### src/rtl/msk_hpc3_pkg.sv
// Shared helpers for the HPC3 masked-AND lanes: randomness sizing, pair indexing, lane slicing.
package msk_hpc3_pkg;

    localparam int D_DEFAULT = 2;
    localparam int L_DEFAULT = 4;

    // Fresh random bits per lane per beat: one r and one r2 per unordered share pair.
    function automatic int hpc3_rnd(input int d);
        return d * (d - 1);
    endfunction

    function automatic int pair_cnt(input int d);
        return (d * (d - 1)) / 2;
    endfunction

    // Unordered pair {i,j} -> index, pairs ordered (0,1),(0,2),...,(1,2),...
    function automatic int pair_idx(input int i, input int j, input int d);
        int lo;
        int hi;
        lo = (i < j) ? i : j;
        hi = (i < j) ? j : i;
        return lo * (d - 1) - (lo * (lo - 1)) / 2 + (hi - lo - 1);
    endfunction

    // Ordered pair (i,j), i!=j -> dense index with the diagonal removed.
    function automatic int ord_idx(input int i, input int j, input int d);
        return i * (d - 1) + ((j < i) ? j : j - 1);
    endfunction

    function automatic int lane_lo(input int k, input int w);
        return k * w;
    endfunction

endpackage

### src/rtl/msk_hpc3_cross_lane.sv
// One HPC3 masked-AND lane, cross-domain terms only; MSKAND_HPC3_INNER_EN adds the
// same-domain x_i&y_i terms so the lane computes a full AND.
module msk_hpc3_cross_lane
    import msk_hpc3_pkg::*;
#(
    parameter int d    = 2,
    parameter bit swap = 1'b0
) (
    input  logic                   clk,
    input  logic                   rst,
    input  logic                   en,
    input  logic [d-1:0]           x,
    input  logic [d-1:0]           y,
    input  logic [hpc3_rnd(d)-1:0] rnd,
    output logic [d-1:0]           out
);
    localparam int P = pair_cnt(d);
    localparam int N = d * (d - 1);

    logic [d-1:0] xm;
    logic [d-1:0] ym;
    logic [N-1:0] u_d;
    logic [N-1:0] v_d;
    logic [N-1:0] u_q;
    logic [N-1:0] v_q;

    // xm is the share-wise multiplier, ym the operand that gets masked by r.
    assign xm = swap ? y : x;
    assign ym = swap ? x : y;

    always_comb begin
        u_d = '0;
        v_d = '0;
        for (int i = 0; i < d; i++) begin
            for (int j = 0; j < d; j++) begin
                if (i != j) begin
                    u_d[ord_idx(i, j, d)] = xm[i] & (ym[j] ^ rnd[pair_idx(i, j, d)]);
                    v_d[ord_idx(i, j, d)] = (xm[i] & rnd[pair_idx(i, j, d)])
                                          ^ rnd[P + pair_idx(i, j, d)];
                end
            end
        end
    end

    always_ff @(posedge clk or posedge rst) begin
        if (rst) begin
            u_q <= '0;
            v_q <= '0;
        end else if (en) begin
            u_q <= u_d;
            v_q <= v_d;
        end
    end

`ifdef MSKAND_HPC3_INNER_EN
    logic [d-1:0] w_q;

    always_ff @(posedge clk or posedge rst) begin
        if (rst) begin
            w_q <= '0;
        end else if (en) begin
            w_q <= xm & ym;
        end
    end
`endif

    // Only the XOR tree sits between the product registers and the output.
    always_comb begin
        out = '0;
        for (int i = 0; i < d; i++) begin
            for (int j = 0; j < d; j++) begin
                if (i != j) begin
                    out[i] = out[i] ^ u_q[ord_idx(i, j, d)] ^ v_q[ord_idx(i, j, d)];
                end
            end
        end
`ifdef MSKAND_HPC3_INNER_EN
        out = out ^ w_q;
`endif
    end

endmodule

### src/rtl/msk_and_hpc3_cross_lanes.sv
// L-lane HPC3 masked AND (cross terms) behind one elastic valid/ready stage.
// Define MSKAND_HPC3_INNER_EN to include the same-domain terms (full AND).
module msk_and_hpc3_cross_lanes
    import msk_hpc3_pkg::*;
#(
    parameter int           d    = D_DEFAULT,
    parameter int           L    = L_DEFAULT,
    parameter logic [L-1:0] SWAP = '0
) (
    input  logic                       clk,
    input  logic                       rst,
    input  logic                       in_valid,
    output logic                       in_ready,
    input  logic [L*d-1:0]             ina,
    input  logic [L*d-1:0]             inb,
    input  logic [L*hpc3_rnd(d)-1:0]   rnd,
    output logic                       out_valid,
    input  logic                       out_ready,
    output logic [L*d-1:0]             out
);
    localparam int R = hpc3_rnd(d);

    logic accept;

    // Handshake: a beat transfers when valid & ready are both high at a rising edge;
    // the source must keep its beat stable until then and offer fresh rnd per transfer.
    assign in_ready = ~out_valid | out_ready;
    assign accept   = in_valid & in_ready;

    always_ff @(posedge clk or posedge rst) begin
        if (rst) begin
            out_valid <= 1'b0;
        end else if (accept) begin
            out_valid <= 1'b1;
        end else if (out_ready) begin
            out_valid <= 1'b0;
        end
    end

    for (genvar k = 0; k < L; k++) begin : g_lane
        msk_hpc3_cross_lane #(
            .d    (d),
            .swap (SWAP[k])
        ) u_lane (
            .clk (clk),
            .rst (rst),
            .en  (accept),
            .x   (ina[lane_lo(k, d) +: d]),
            .y   (inb[lane_lo(k, d) +: d]),
            .rnd (rnd[lane_lo(k, R) +: R]),
            .out (out[lane_lo(k, d) +: d])
        );
    end

endmodule

### config.mk
export PLATFORM = sky130hd
export DESIGN_NAME = msk_and_hpc3_cross_lanes
export DESIGN_NICKNAME = d
export VERILOG_FILES = /design/src/rtl/msk_hpc3_pkg.sv /design/src/rtl/msk_hpc3_cross_lane.sv /design/src/rtl/msk_and_hpc3_cross_lanes.sv
export SDC_FILE = /design/constraint.sdc
export NUM_CORES = 1
export LEC_CHECK = 0
export CAP_MARGIN = 20
export CORE_UTILIZATION = 38
export DETAILED_ROUTE_END_ITERATION = 12
export GPL_TIMING_DRIVEN = 0
export PLACE_DENSITY = 0.73
export SLEW_MARGIN = 20
export SYNTH_ARGS = -nofsm -noshare
export SYNTH_HDL_FRONTEND = slang
export SYNTH_HIERARCHICAL = 1
export SYNTH_SLANG_ARGS = --single-unit
### constraint.sdc
create_clock -name clk -period 2.65 [get_ports clk]
set_input_delay 0.6625 -clock clk [delete_from_list [all_inputs] [get_ports clk]]
set_output_delay 0.6625 -clock clk [all_outputs]
set_load 0.01 [all_outputs]
## Word-level counts from Yosys, hierarchy flattened

Index checks and enable logic that the tools add are counted.
Widths: inputs -> output; s select.

| storage, ports and cells | value |
|---|---|
| flip-flop bits (word level) | 17 |
| output and inout port bits | 10 |
| logic and storage cells | 55 |

| operators by class | value |
|---|---|
| muxes and demuxes | 2 |
| bitwise logic cells | 43 |
| reductions and logical operators | 1 |

Operator list:

| cell | count |
|---|---|
| $xor 1x1->1 | 24 |
| $and 1x1->1 | 17 |
| $mux 1 | 2 |
| $reduce_bool 2->1 | 1 |
| $not 1->1 | 1 |
| $or 1x1->1 | 1 |

## Logic depth before layout (Yosys ltp)

| logic depth | value |
|---|---|
| depth after elaboration | 4 |
| depth in mapped cells | 5 |

## Hierarchy

Netlist, hierarchy kept.

By module, submodules not included:

| module | instances | cells an instance | area each (sq um) | seq. area each (sq um) |
|---|---|---|---|---|
| msk_hpc3_cross_lane | 4 | 25 | 230.2 | 100.1 |
| msk_and_hpc3_cross_lanes | 1 | 5 | 57.6 | 25.0 |

## Worst setup path before layout

No wires, ideal clock.

| timing path | value |
|---|---|
| path kind | input-to-output |
| from | input out_ready |
| to | output in_ready |
| arrival | 0.799 ns |
| required time | 1.987 ns |
| path slack | 1.189 ns |
| stages | 1 |
| buffers on the path | 0 |
| cells stage by stage | nand2b_4 |

| between the ends | value |
|---|---|
| word-level cells in the longest chain between the ends | 1 |

RTL lines:

| item | RTL line | RTL |
|---|---|---|
| start: declaration | msk_and_hpc3_cross_lanes.sv:18 | `input logic out_ready,` |
| $or 1x1->1 | msk_and_hpc3_cross_lanes.sv:27 | `assign in_ready = ~out_valid \| out_ready;` |
| end: declaration | msk_and_hpc3_cross_lanes.sv:13 | `output logic in_ready,` |

Every way passes these cells.

## Worst setup path in the final report

Same ends and word-level chain as after synthesis.

==> results.yml <==
run_status:
  status: "completed"
timing:
  maxSlewViolCount: 0
  period_needed_ns: 2.44
  finClkSkew_ns: 0.00282
  fin_crit_sh: 0.920
  fmax_ghz: 0.410
  worst_pin_slew_ns: 0.284
  slew_headroom: 0.811
  finalSetupViolations: 0
  finalHoldViolCount: 0
  grt_setup_unrepaired: "false"
  tns_ns: 0
setup_path:
  crit_chain: "clkdlybuf4s50_1, nand2b_4, clkdlybuf4s50_1"
  critPathArrivalTime_ns: 1.78
  cp.depth: 3
  startpoint: "out_ready"
  crit_required_ns: 1.99
  crit_type: "primary input to primary output"
  max_stage_delay_ns: 0.53
  r2r_cells: 5
  start_kind: "primary input"
  r2r_end: "g_lane[2].u_lane/v_q[0]$_DFFE_PP0P_"
  cp_slowest_cell: "clkdlybuf4s50_1"
  ff2ff_setup_slack_ns: 1.42
  r2r-start: "out_valid$_DFFE_PP0P_"
  crit_top_cell: "clkdlybuf4s50_1"
  cp-endpoint: "in_ready"
  crit_path_max_fanout: 3
  critPathBufInv: 2
  path_delay_family: "buffers and inverters"
  worstSetupEndpointType: "primary output"
synthesis:
  postSynthAreaPerCell_sq_um: 9.32
  synth_cell_type_count: 15
  syn_nets: 133
  synth_mux_area_frac: 0
  synthXorXnorAreaFrac: 0.143
  synthAdderAreaFrac: 0
  synth_cells: 105
  yosysWarnings: 6
  synthSimpleGateAreaFrac: 0.152
  synth_compound_area_frac: 0.184
  seq_area_frac_synth: 0.435
  synth-seq-cells: 17
  syn_area_sq_um: 978
  synth_top_family_by_area: "compound AO/OA/AOI/OAI gates"
drt:
  ant_nets: 0
  dr.pass1.iters: 4
  vias: 803
  drt_first_iter_violations: 12
  wl_per_cell_microns: 9.99
  remaining_drc_errors: 0
  post_drt_via_cell_ratio: 4.67
  wirelength_microns: 1720
clock_network:
  clkTransAtPathRegs_ns: 0.09
  root_buffer: "clkbuf_4"
  cts_setup_buffers: 0
  clk_path_buf_depth: 2
  cts.repair.resized: 0
  cts_made_buffers: 3
  numClockSinks: 17
  cts_tree: "yes"
  insertion_delay_ns: 0.28
  cts_hold_buf: 0
  cts_max_level: 1
placed_design:
  dp.cells: 168
  portBuffers: 33
  routabilityCongestion: 0.729
  dpl.hpwl_microns: 1430
global_route:
  grt_use_total: 0.136
  grt_pass1_vias: 681
  grt_first_pass_wirelength_microns: 2790
  overflow: 0
  antenna_found_initial: 0
  grt_max_degree: 10
cells_and_area:
  fin_nets: 171
  layout_common_cells: "33 x clkdlybuf4s50_1, 17 x dfrtp_1, 13 x inv_1"
  final_cell_count_no_fill: 172
  drive_gt1_frac: 0.0634
  area_delta_synth_final_pct: 40.3
  layout_commonest_cell: "clkdlybuf4s50_1"
  fillers: 234
  antenna_cells: 0
pwr:
  combPwrFrac: 0.346
  power_density_mw_per_mm2: 504
  clkPwrFrac: 0.193
  p_sw_mw: 0.193
  p_int_mw: 0.499
  p_total_mw: 0.692
  ir_drop_uv: 251
  pwr-share-seq: 0.461
  swShare: 0.278
  p_leak_nw: 0.607
floorplan:
  dieArea_sq_mm: 0.00278
  initial_core_util: 0.399
  core_area_sq_mm: 0.00245
  chipHeight_microns: 52.7
  num_rows: 18
  die_width_microns: 52.7
  io_pins: 38
job:
  maxCapViolations: 0
min_path:
  hp-class: "register to register"
[cells by family (layout without fill, tap and decap cells)]
group | after synthesis | after routing
AO/OA/AOI/OAI | 24 | 24
flip-flops | 17 | 17
buffers and inverters | 21 | 58
AND/OR/NAND/NOR | 27 | 27
XOR/XNOR | 16 | 16
[registers in the layout, indices dropped and copies added, names as in the netlist]
| signal | cells |
|---|---|
| g_lane.u_lane/u_q | 8 |
| g_lane.u_lane/v_q | 8 |
| out_valid | 1 |
[routing by layer]
layer	vias up	GRT usage	wire length (microns)
li1	419	-	-
met1	366	0.171	747
met5	-	0	0
met2	16	0.224	895
met3	2	0.0319	57
met4	0	0.0526	17
[stage by stage]
stage | utilization | worst slack [ns] | cell area [sq um] | hold WS (ns)
finish | 0.559 | 0.212 | 1370 | 0.551
global route | 0.559 | 0.181 | 1370 | 0.572
CTS | 0.559 | 0.200 | 1370 | 0.553
detailed placement | 0.548 | 0.203 | 1350 | 0.540
global placement | 0.548 | 0.217 | 1350 | 0.530
floorplan | - | 1.19 | 978 | 0.391
[tightest hold or removal path, delay by kind of cell (launching register included)]
kind                   cells  cell delay, ns
buffers and inverters      1            0.06
DFF                        1            0.39
AOI/OAI and AO/OA          1            0.06
[synthesized netlist by cell type]
| cell type | number | area, sq um |
|---|---|---|
| xor2_1 | 8 | 70.1 |
| clkbuf_1 | 4 | 15.0 |
| and2_4 | 1 | 8.76 |
| xnor2_1 | 8 | 70.1 |
| a31oi_1 | 8 | 50.1 |
| buf_2 | 4 | 20.0 |
| nand3b_1 | 8 | 60.1 |
| nand2_1 | 8 | 30.0 |
| dfrtp_1 | 17 | 425 |
| o22ai_1 | 8 | 50.1 |
| inv_1 | 13 | 48.8 |
| nor2_1 | 8 | 30.0 |
| a21bo_1 | 8 | 80.1 |
| nand2b_1 | 1 | 6.26 |
| nand2b_4 | 1 | 13.8 |
[area by class of cell]
cell class | instances | area [sq um] | area share
multi-input combinational | 67 | 469 | 0.342
sequential | 17 | 425 | 0.310
timing repair buffer | 33 | 330 | 0.241
inverter | 13 | 48.8 | 0.0356
tap | 30 | 37.5 | 0.0273
buffer | 8 | 35.0 | 0.0255
clock buffer | 4 | 26.3 | 0.0191
[power by group through the flow]
stage | clock network (mW) | registers (mW) | logic (mW)
finish | 0.133 | 0.319 | 0.240
global route | 0.156 | 0.323 | 0.263
CTS | 0.140 | 0.319 | 0.243
detailed placement | 0 | 0.324 | 0.242
global placement | 0 | 0.322 | 0.239
floorplan | 0 | 0.320 | 0.120
[worst min path at each step]
| stage | startpoint | to | depth (start not counted) |
|---|---|---|---|
| floorplan | rst | out_valid$_DFFE_PP0P_ | 1 |
| global placement | g_lane[1].u_lane/u_q[0]$_DFFE_PP0P_ | g_lane[1].u_lane/u_q[0]$_DFFE_PP0P_ | 2 |
| detailed placement | g_lane[0].u_lane/u_q[0]$_DFFE_PP0P_ | g_lane[0].u_lane/u_q[0]$_DFFE_PP0P_ | 2 |
| CTS | g_lane[0].u_lane/u_q[0]$_DFFE_PP0P_ | g_lane[0].u_lane/u_q[0]$_DFFE_PP0P_ | 2 |
| global route | g_lane[3].u_lane/v_q[1]$_DFFE_PP0P_ | g_lane[3].u_lane/v_q[1]$_DFFE_PP0P_ | 2 |
| finish | g_lane[0].u_lane/u_q[0]$_DFFE_PP0P_ | g_lane[0].u_lane/u_q[0]$_DFFE_PP0P_ | 2 |
Note: power is estimated with default switching activity, not from simulation.
